<file path="src/rtl/freq_pkg.sv">
// Shared definitions for the frequency setpoint controller.
//   NDIG        - number of BCD digits in the setpoint
//   FW          - width of the binary frequency handed to the generator
//   DIGW        - bits per BCD digit
//   DEFAULT_BCD - setpoint loaded at reset (1000 Hz)
//   state_e     - controller FSM states
//   op_e        - edit operation applied to the setpoint
package freq_pkg;

  localparam int unsigned NDIG = 6;
  localparam int unsigned FW   = 20;
  localparam int unsigned DIGW = 4;

  localparam logic [DIGW*NDIG-1:0] DEFAULT_BCD = 24'h001000;

  typedef enum logic [1:0] {
    StIdle    = 2'd0,
    StConvert = 2'd1,
    StPresent = 2'd2
  } state_e;

  typedef enum logic [1:0] {
    OpNone = 2'd0,
    OpInc  = 2'd1,
    OpDec  = 2'd2
  } op_e;

endpackage

</file>
<file path="src/rtl/bcd_step.sv">
// Combinational BCD stepper: adds or subtracts 10^k to a packed BCD value,
// where k is the index of the one-hot cursor bit.
//   value   - current BCD setpoint, digit 0 in the low nibble
//   cursor  - one-hot digit position to step
//   op      - OpInc, OpDec or OpNone
//   stepped - resulting BCD value (only meaningful when limit is low)
//   limit   - carry or borrow ran out of the most significant digit
module bcd_step import freq_pkg::*; #(
  parameter int unsigned NDIG = freq_pkg::NDIG
) (
  input  logic [DIGW*NDIG-1:0] value,
  input  logic [NDIG-1:0]      cursor,
  input  op_e                  op,
  output logic [DIGW*NDIG-1:0] stepped,
  output logic                 limit
);

  logic [DIGW-1:0] dig;
  logic            c;

  // c is the carry (increment) or borrow (decrement) entering digit i. Digits
  // below the cursor see no carry, so it is injected at the cursor position.
  always_comb begin
    stepped = value;
    dig     = '0;
    c       = 1'b0;
    for (int i = 0; i < NDIG; i++) begin
      c   = c | cursor[i];
      dig = value[DIGW*i +: DIGW];
      if (op == OpInc) begin
        if (c && (dig == DIGW'(9))) begin
          dig = '0;
        end else begin
          dig = dig + DIGW'(c);
          c   = 1'b0;
        end
      end else if (op == OpDec) begin
        if (c && (dig == '0)) begin
          dig = DIGW'(9);
        end else begin
          dig = dig - DIGW'(c);
          c   = 1'b0;
        end
      end else begin
        c = 1'b0;
      end
      stepped[DIGW*i +: DIGW] = dig;
    end
    limit = c;
  end

endmodule

</file>
<file path="src/rtl/freq_set_ctrl.sv">
// Front-panel frequency setpoint controller. Holds a BCD setpoint edited by
// single-cycle key pulses, and converts it to binary for the generator over a
// valid/ready handshake so the generator never sees a half-updated value.
//   clk, rst_n  - clock, asynchronous active-low reset
//   inc_p/dec_p - add/subtract 1 at the cursor digit (both at once: ignored)
//   sel_p       - rotate cursor one digit toward the MSD, wrapping
//   digits      - live BCD setpoint, digit 0 in bits [3:0]
//   cursor      - one-hot cursor position
//   freq_bin    - converted setpoint, stable while freq_valid is high
//   freq_valid  - freq_bin offered to the generator
//   freq_ready  - generator accepts freq_bin
//   busy        - converting or presenting
module freq_set_ctrl import freq_pkg::*; #(
  parameter int unsigned           NDIG        = freq_pkg::NDIG,
  parameter int unsigned           FW          = freq_pkg::FW,
  parameter logic [DIGW*NDIG-1:0]  DEFAULT_BCD = freq_pkg::DEFAULT_BCD
) (
  input  logic                 clk,
  input  logic                 rst_n,
  input  logic                 inc_p,
  input  logic                 dec_p,
  input  logic                 sel_p,
  output logic [DIGW*NDIG-1:0] digits,
  output logic [NDIG-1:0]      cursor,
  output logic [FW-1:0]        freq_bin,
  output logic                 freq_valid,
  input  logic                 freq_ready,
  output logic                 busy
);

  state_e                state_q, state_d;
  logic [DIGW*NDIG-1:0]  digits_q;
  logic [NDIG-1:0]       cursor_q;
  logic                  dirty_q;
  logic [DIGW*NDIG-1:0]  snap_q;
  logic [FW-1:0]         acc_q;
  logic [2:0]            cnt_q;
  logic [FW-1:0]         freq_bin_q;

  op_e                   op;
  logic [DIGW*NDIG-1:0]  stepped;
  logic                  limit;
  logic                  edit_ok;
  logic                  snap_load;
  logic                  conv_done;
  logic [FW-1:0]         acc_next;

  // ---------------------------------------------------------------------------
  // Setpoint editing
  // ---------------------------------------------------------------------------
  always_comb begin
    op = OpNone;
    if (inc_p && !dec_p) begin
      op = OpInc;
    end else if (dec_p && !inc_p) begin
      op = OpDec;
    end
  end

  bcd_step #(
    .NDIG (NDIG)
  ) u_bcd_step (
    .value   (digits_q),
    .cursor  (cursor_q),
    .op      (op),
    .stepped (stepped),
    .limit   (limit)
  );

  // Saturating edits leave the value untouched; any accepted step is a change.
  assign edit_ok = (op != OpNone) && !limit;

  always_ff @(posedge clk or negedge rst_n) begin
    if (!rst_n) begin
      digits_q <= DEFAULT_BCD;
      cursor_q <= NDIG'(1);
    end else begin
      if (edit_ok) begin
        digits_q <= stepped;
      end
      if (sel_p) begin
        cursor_q <= {cursor_q[NDIG-2:0], cursor_q[NDIG-1]};
      end
    end
  end

  // ---------------------------------------------------------------------------
  // FSM
  // ---------------------------------------------------------------------------
  always_ff @(posedge clk or negedge rst_n) begin
    if (!rst_n) begin
      state_q <= StIdle;
    end else begin
      state_q <= state_d;
    end
  end

  always_comb begin
    state_d   = state_q;
    snap_load = 1'b0;
    conv_done = 1'b0;
    case (state_q)
      StIdle: begin
        if (dirty_q) begin
          state_d   = StConvert;
          snap_load = 1'b1;
        end
      end
      StConvert: begin
        if (cnt_q == 3'd1) begin
          state_d   = StPresent;
          conv_done = 1'b1;
        end
      end
      StPresent: begin
        if (freq_ready) begin
          if (dirty_q) begin
            state_d   = StConvert;
            snap_load = 1'b1;
          end else begin
            state_d = StIdle;
          end
        end
      end
      default: state_d = StIdle;
    endcase
  end

  always_comb begin
    freq_valid = (state_q == StPresent);
    busy       = (state_q != StIdle);
  end

  // ---------------------------------------------------------------------------
  // Conversion datapath: MSD-first Horner evaluation, acc*10 as two shifts.
  // ---------------------------------------------------------------------------
  assign acc_next = (acc_q << 3) + (acc_q << 1) + FW'(snap_q[DIGW*NDIG-1 -: DIGW]);

  always_ff @(posedge clk or negedge rst_n) begin
    if (!rst_n) begin
      dirty_q <= 1'b1;
    end else if (edit_ok) begin
      // An edit in the snapshot cycle postdates the snapshot, so it stays dirty.
      dirty_q <= 1'b1;
    end else if (snap_load) begin
      dirty_q <= 1'b0;
    end
  end

  always_ff @(posedge clk or negedge rst_n) begin
    if (!rst_n) begin
      snap_q <= '0;
      acc_q  <= '0;
      cnt_q  <= '0;
    end else if (snap_load) begin
      snap_q <= digits_q;
      acc_q  <= '0;
      cnt_q  <= 3'(NDIG);
    end else if (state_q == StConvert) begin
      snap_q <= snap_q << DIGW;
      acc_q  <= acc_next;
      cnt_q  <= cnt_q - 3'd1;
    end
  end

  always_ff @(posedge clk or negedge rst_n) begin
    if (!rst_n) begin
      freq_bin_q <= '0;
    end else if (conv_done) begin
      freq_bin_q <= acc_next;
    end
  end

  assign digits   = digits_q;
  assign cursor   = cursor_q;
  assign freq_bin = freq_bin_q;

endmodule

</file>
<file path="config.mk">
export PLATFORM = sky130hd
export DESIGN_NAME = freq_set_ctrl
export DESIGN_NICKNAME = d
export VERILOG_FILES = /design/src/rtl/freq_pkg.sv /design/src/rtl/bcd_step.sv /design/src/rtl/freq_set_ctrl.sv
export SDC_FILE = /design/constraint.sdc
export NUM_CORES = 1
export LEC_CHECK = 0
export BUFFER_PORTS_ARGS = -buffer_cell sky130_fd_sc_hd__buf_2
export CAP_MARGIN = 20
export CORE_ASPECT_RATIO = 2
export CORE_MARGIN = 4
export CORE_UTILIZATION = 61
export CTS_CLUSTER_DIAMETER = 150
export CTS_CLUSTER_SIZE = 25
export DETAILED_ROUTE_END_ITERATION = 7
export HOLD_SLACK_MARGIN = 0.03
export PLACE_DENSITY_LB_ADDON = 0.25
export SLEW_MARGIN = 20
export SYNTH_ARGS = -nofsm -noshare
export SYNTH_HDL_FRONTEND = slang
export SYNTH_HIERARCHICAL = 1
export SYNTH_SLANG_ARGS = --single-unit
</file>
<file path="constraint.sdc">
create_clock -name clk -period 3.3 [get_ports clk]
set_clock_uncertainty 0.15 [all_clocks]
set_input_delay 0.165 -clock clk [delete_from_list [all_inputs] [get_ports clk]]
set_output_delay 0.165 -clock clk [all_outputs]
set_load 0.05 [all_outputs]
</file>
==> flow_results.org <==
** Critical path
- Endpoint of the lowest-slack register-to-register path :: digits[23]$_DFFE_PN0P_
- Critical path class :: flop to flop
- R2R depth :: 13
- Worst reg2reg startpoint :: cursor[0]$_DFFE_PN1P_
- Required @ worst endpoint :: 3.38 ns
- Arrival @ worst endpoint :: 3.27 ns
- Launching element type of the critical path :: flop
- STA classifies the critical path endpoint as a flop.
- Setup slack of the most critical reg-to-reg path :: roughly 0.12 ns
- In this run the worst path has a maximum fanout of 7.

** Route
- The detailed router finished its first iteration with 389 violations.
- Post-route antenna net violation count :: 0
- Post-DR vias/cell :: 6.22
- Total Routed Length :: around 18000 µm
- Remaining DRCs :: 0
- The routed layout has about 6000 vias.
- Dividing the detail-routed wire length by the instance count gives 18.3 µm.
- DRT Pass-1 Iters :: 5

** Clock network
- Root buf cell :: clkbuf_16
- Clock insertion delay at the later pin of the skew report :: 0.34 ns
- After clock tree synthesis, the clock-pin slew on the worst setup and hold paths is 0.07 ns.
- The clock passes through at most 2 buffers.
- Counting the buffers created by CTS gives 9.
- TritonCTS clock tree :: yes
- Buffers inserted by post-CTS timing repair :: 0
- H-tree depth reported by CTS :: 3
- Sinks on Clock Net :: 99

** Global routing
- Vias in the first global route :: 6116
- After global routing, the most crowded layer is met2.
- GR met1 Demand/Resource :: 0.305
- Across every metal layer, demand over resource in global routing totals 0.289.
- GR Util met3 :: 0.0447
- In the global route stage, met2 resource usage came out at 0.524.
- Remaining global-route overflow :: 0
- The number of antenna violations at the first check in global routing is 0.
- Global-route wire length before repair :: ~30000 µm
- Entering global routing, the biggest net connects 86 pins.

** STA
- Pins Over Slew Limit :: 0
- Actual slew at the worst max-slew pin :: 0.822 ns
- Final hold slack :: slightly below 0.3 ns
- In this run the tightest slew margin relative to its limit is 0.451.
- Final hold violation count :: 0
- Fmax achieved :: approximately 0.31 GHz
- Min Tclk post-route :: 3.18 ns
- Setup repair after global routing could not meet its margin everywhere.
- Setup violations remaining at the end of the flow were counted as 0.
- Final Cycle Share :: 0.964

** Power and ir drop
- Dividing total power by cell area gives a power density of just over 1000 mW/mm².
- The worst-case IR drop observed on VDD is just under 0.0008 V.
- Switching part of the total power :: 0.497
- The analysis attributes to cell leakage a power of 3.69 nW.
- Of the total power, the clock network draws 0.140.
- Proportion of power drawn by flip-flops and latches :: 0.268
- Internal power component :: 3.96 mW
- Of the total power, combinational logic draws 0.592.
- In this run the power spent charging and discharging nets is 3.91 mW.

** Yosys
- Averaged over all synthesized cells, the footprint is 9.06 µm².
- Count of unique library cells instantiated by Yosys :: between 70 and 80
- Fraction of synthesis flops using an asynchronous set or reset pin :: 1.00
- Synth Instances :: 752
- Number of synthesized flops with an enable pin :: 0
- For this run, the leading register cell type out of synthesis is dfrtp_1.
- The number of nets in the synthesized netlist is 822.
- Post-Synthesis Cell Area :: 0.00682 mm²
- Number of warning messages in the yosys log :: 6
- Flop and latch count out of synthesis :: 99
- Sequential element share of the synthesized area :: 0.364

** Finish
- In the final layout, the share of cells above drive strength 1 is 0.203.
- The repair_antennas step left the layout with diodes totalling 0.
- Final-stage net count :: around 900
- Final core utilization :: 0.706
- After filler insertion, the fill cell instance count of the layout stands at ~890.
- Commonest non-fill, non-tap cells in the layout :: nand2_1, dfrtp_1, ha_1
- Most common cell after layout, fill and taps aside :: nand2_1
- Layout overhead on the synthesized area :: 13.4%

** Floorplanning
- The die is 82.8 µm wide.
- After floorplanning, the core was divided into 54 placement rows.
- The floorplan step defined a die boundary enclosing 0.0130 mm².
- After floorplanning, the core was sized to cover ~0.011 mm².
- Die Ht :: 157 µm
- The initial utilization of the core area, before any placement, comes to 0.623.
- During I/O placement, the number of pins put on the boundary was 58.

** Min path
- Hold WC Path Type :: primary input to async pin

** Status
- The flow ran to the end, and the final reports show no timing, DRC or antenna violations.

** Place
- Detailed Place HPWL :: 12900 µm
- Quantity of I/O buffers inserted on ports :: 57
- The congestion estimate from routability-driven global placement came to 1.02.

** Run
- Maximum capacitance violations :: 0
[sequential cells by signal, summed over array words and instances, names as in the netlist]
register  cells
cursor        6
dirty_q       1
snap_q       24
freq_bin     20
state_q       2
digits       24
cnt_q         3
acc_q        19
[power groups by stage]
stage          clock network [mW]  logic (mW)  registers (mW)
3_5_place_dp                    0        4.60            2.12
5_1_grt                      1.18        5.16            2.18
6_report                     1.10        4.66            2.11
3_3_place_gp                    0        4.44            2.10
4_1_cts                      1.13        4.64            2.10
2_1_floorplan                   0        2.91            2.69
[cell type report]
type                            instances  area [µm²]  share of cell area
Timing Repair Buffer                   90         562              0.0727
Clock inverter                          4        56.3             0.00728
Multi-Input combinational cell        577        4060               0.525
Clock buffer                           12         256              0.0332
Inverter                               36         135              0.0175
Sequential cell                        99        2480               0.321
Tap cell                              140         175              0.0227
[cells in the mapped netlist, drive strengths merged (15+ instances only)]
cell,count,area share
o22ai,19,0.017
inv,35,0.019
nand2,125,0.071
clkbuf,32,0.018
dfrtp,96,0.35
mux2,34,0.056
a22oi,19,0.021
a21oi,42,0.032
nand3,24,0.018
a31oi,15,0.017
o21ai,56,0.042
ha,62,0.11
nor2,36,0.020
[stage by stage]
stage               instance area (µm²)  setup slack, ns  instances  power, mW  setup TNS (ns)
finish                             7730            0.118        958       7.87               0
global route                       7730         -0.00572        958       8.52        -0.00572
CTS                                7710            0.124        958       7.88               0
detailed placement                 7360            0.112        938       6.72               0
global placement                   7360            0.208        938       6.54               0
floorplan                          6820          0.00146        752       5.60               0
[critical path, cell delays in order, from the launching register on]
cell and delay (ns):
dfstp_2 0.59, nor3b_4 0.23, o21ai_1 0.13, a211o_4 0.40
nand2_8 0.11, a31oi_1 0.10, o21bai_1 0.20, ha_1 0.23
nand3_1 0.07, nand2_1 0.11, nand2_1 0.09, mux2_2 0.28
o311a_1 0.11, mux2_2 0.26
[layer usage]
metal	wire length, µm	up-vias
met5	0	-
met4	887	0
met3	700	69
met2	9720	198
met1	6230	2852
li1	-	2840
[worst max-delay path by stage]
stage	start	end	cells after the start
2_1_floorplan	digits[12]$_DFFE_PN1P_	digits[0]$_DFFE_PN0P_	10
3_3_place_gp	inc_p	digits[17]$_DFFE_PN0P_	12
3_5_place_dp	inc_p	digits[0]$_DFFE_PN0P_	14
4_1_cts	digits[12]$_DFFE_PN1P_	digits[0]$_DFFE_PN0P_	11
5_1_grt	cursor[0]$_DFFE_PN1P_	digits[23]$_DFFE_PN0P_	14
6_report	cursor[0]$_DFFE_PN1P_	digits[23]$_DFFE_PN0P_	13
[cells by family after synthesis]
kind of cell,Yosys count,share of synthesized area
AOI/OAI and AO/OA,212,0.214
buffers and inverters,76,0.0442
DFF,99,0.364
xor gates and xnor gates,23,0.0296
adders and majority gates,64,0.120
and+or+nand+nor,239,0.165
muxes,39,0.0635
[what timing repair did]
item                       CTS  global route
hold endpoints to repair    90             0
hold buffers                 4             0
setup endpoints to repair    0            23
resized for setup            0             2
(Power assumes the default switching activity.)
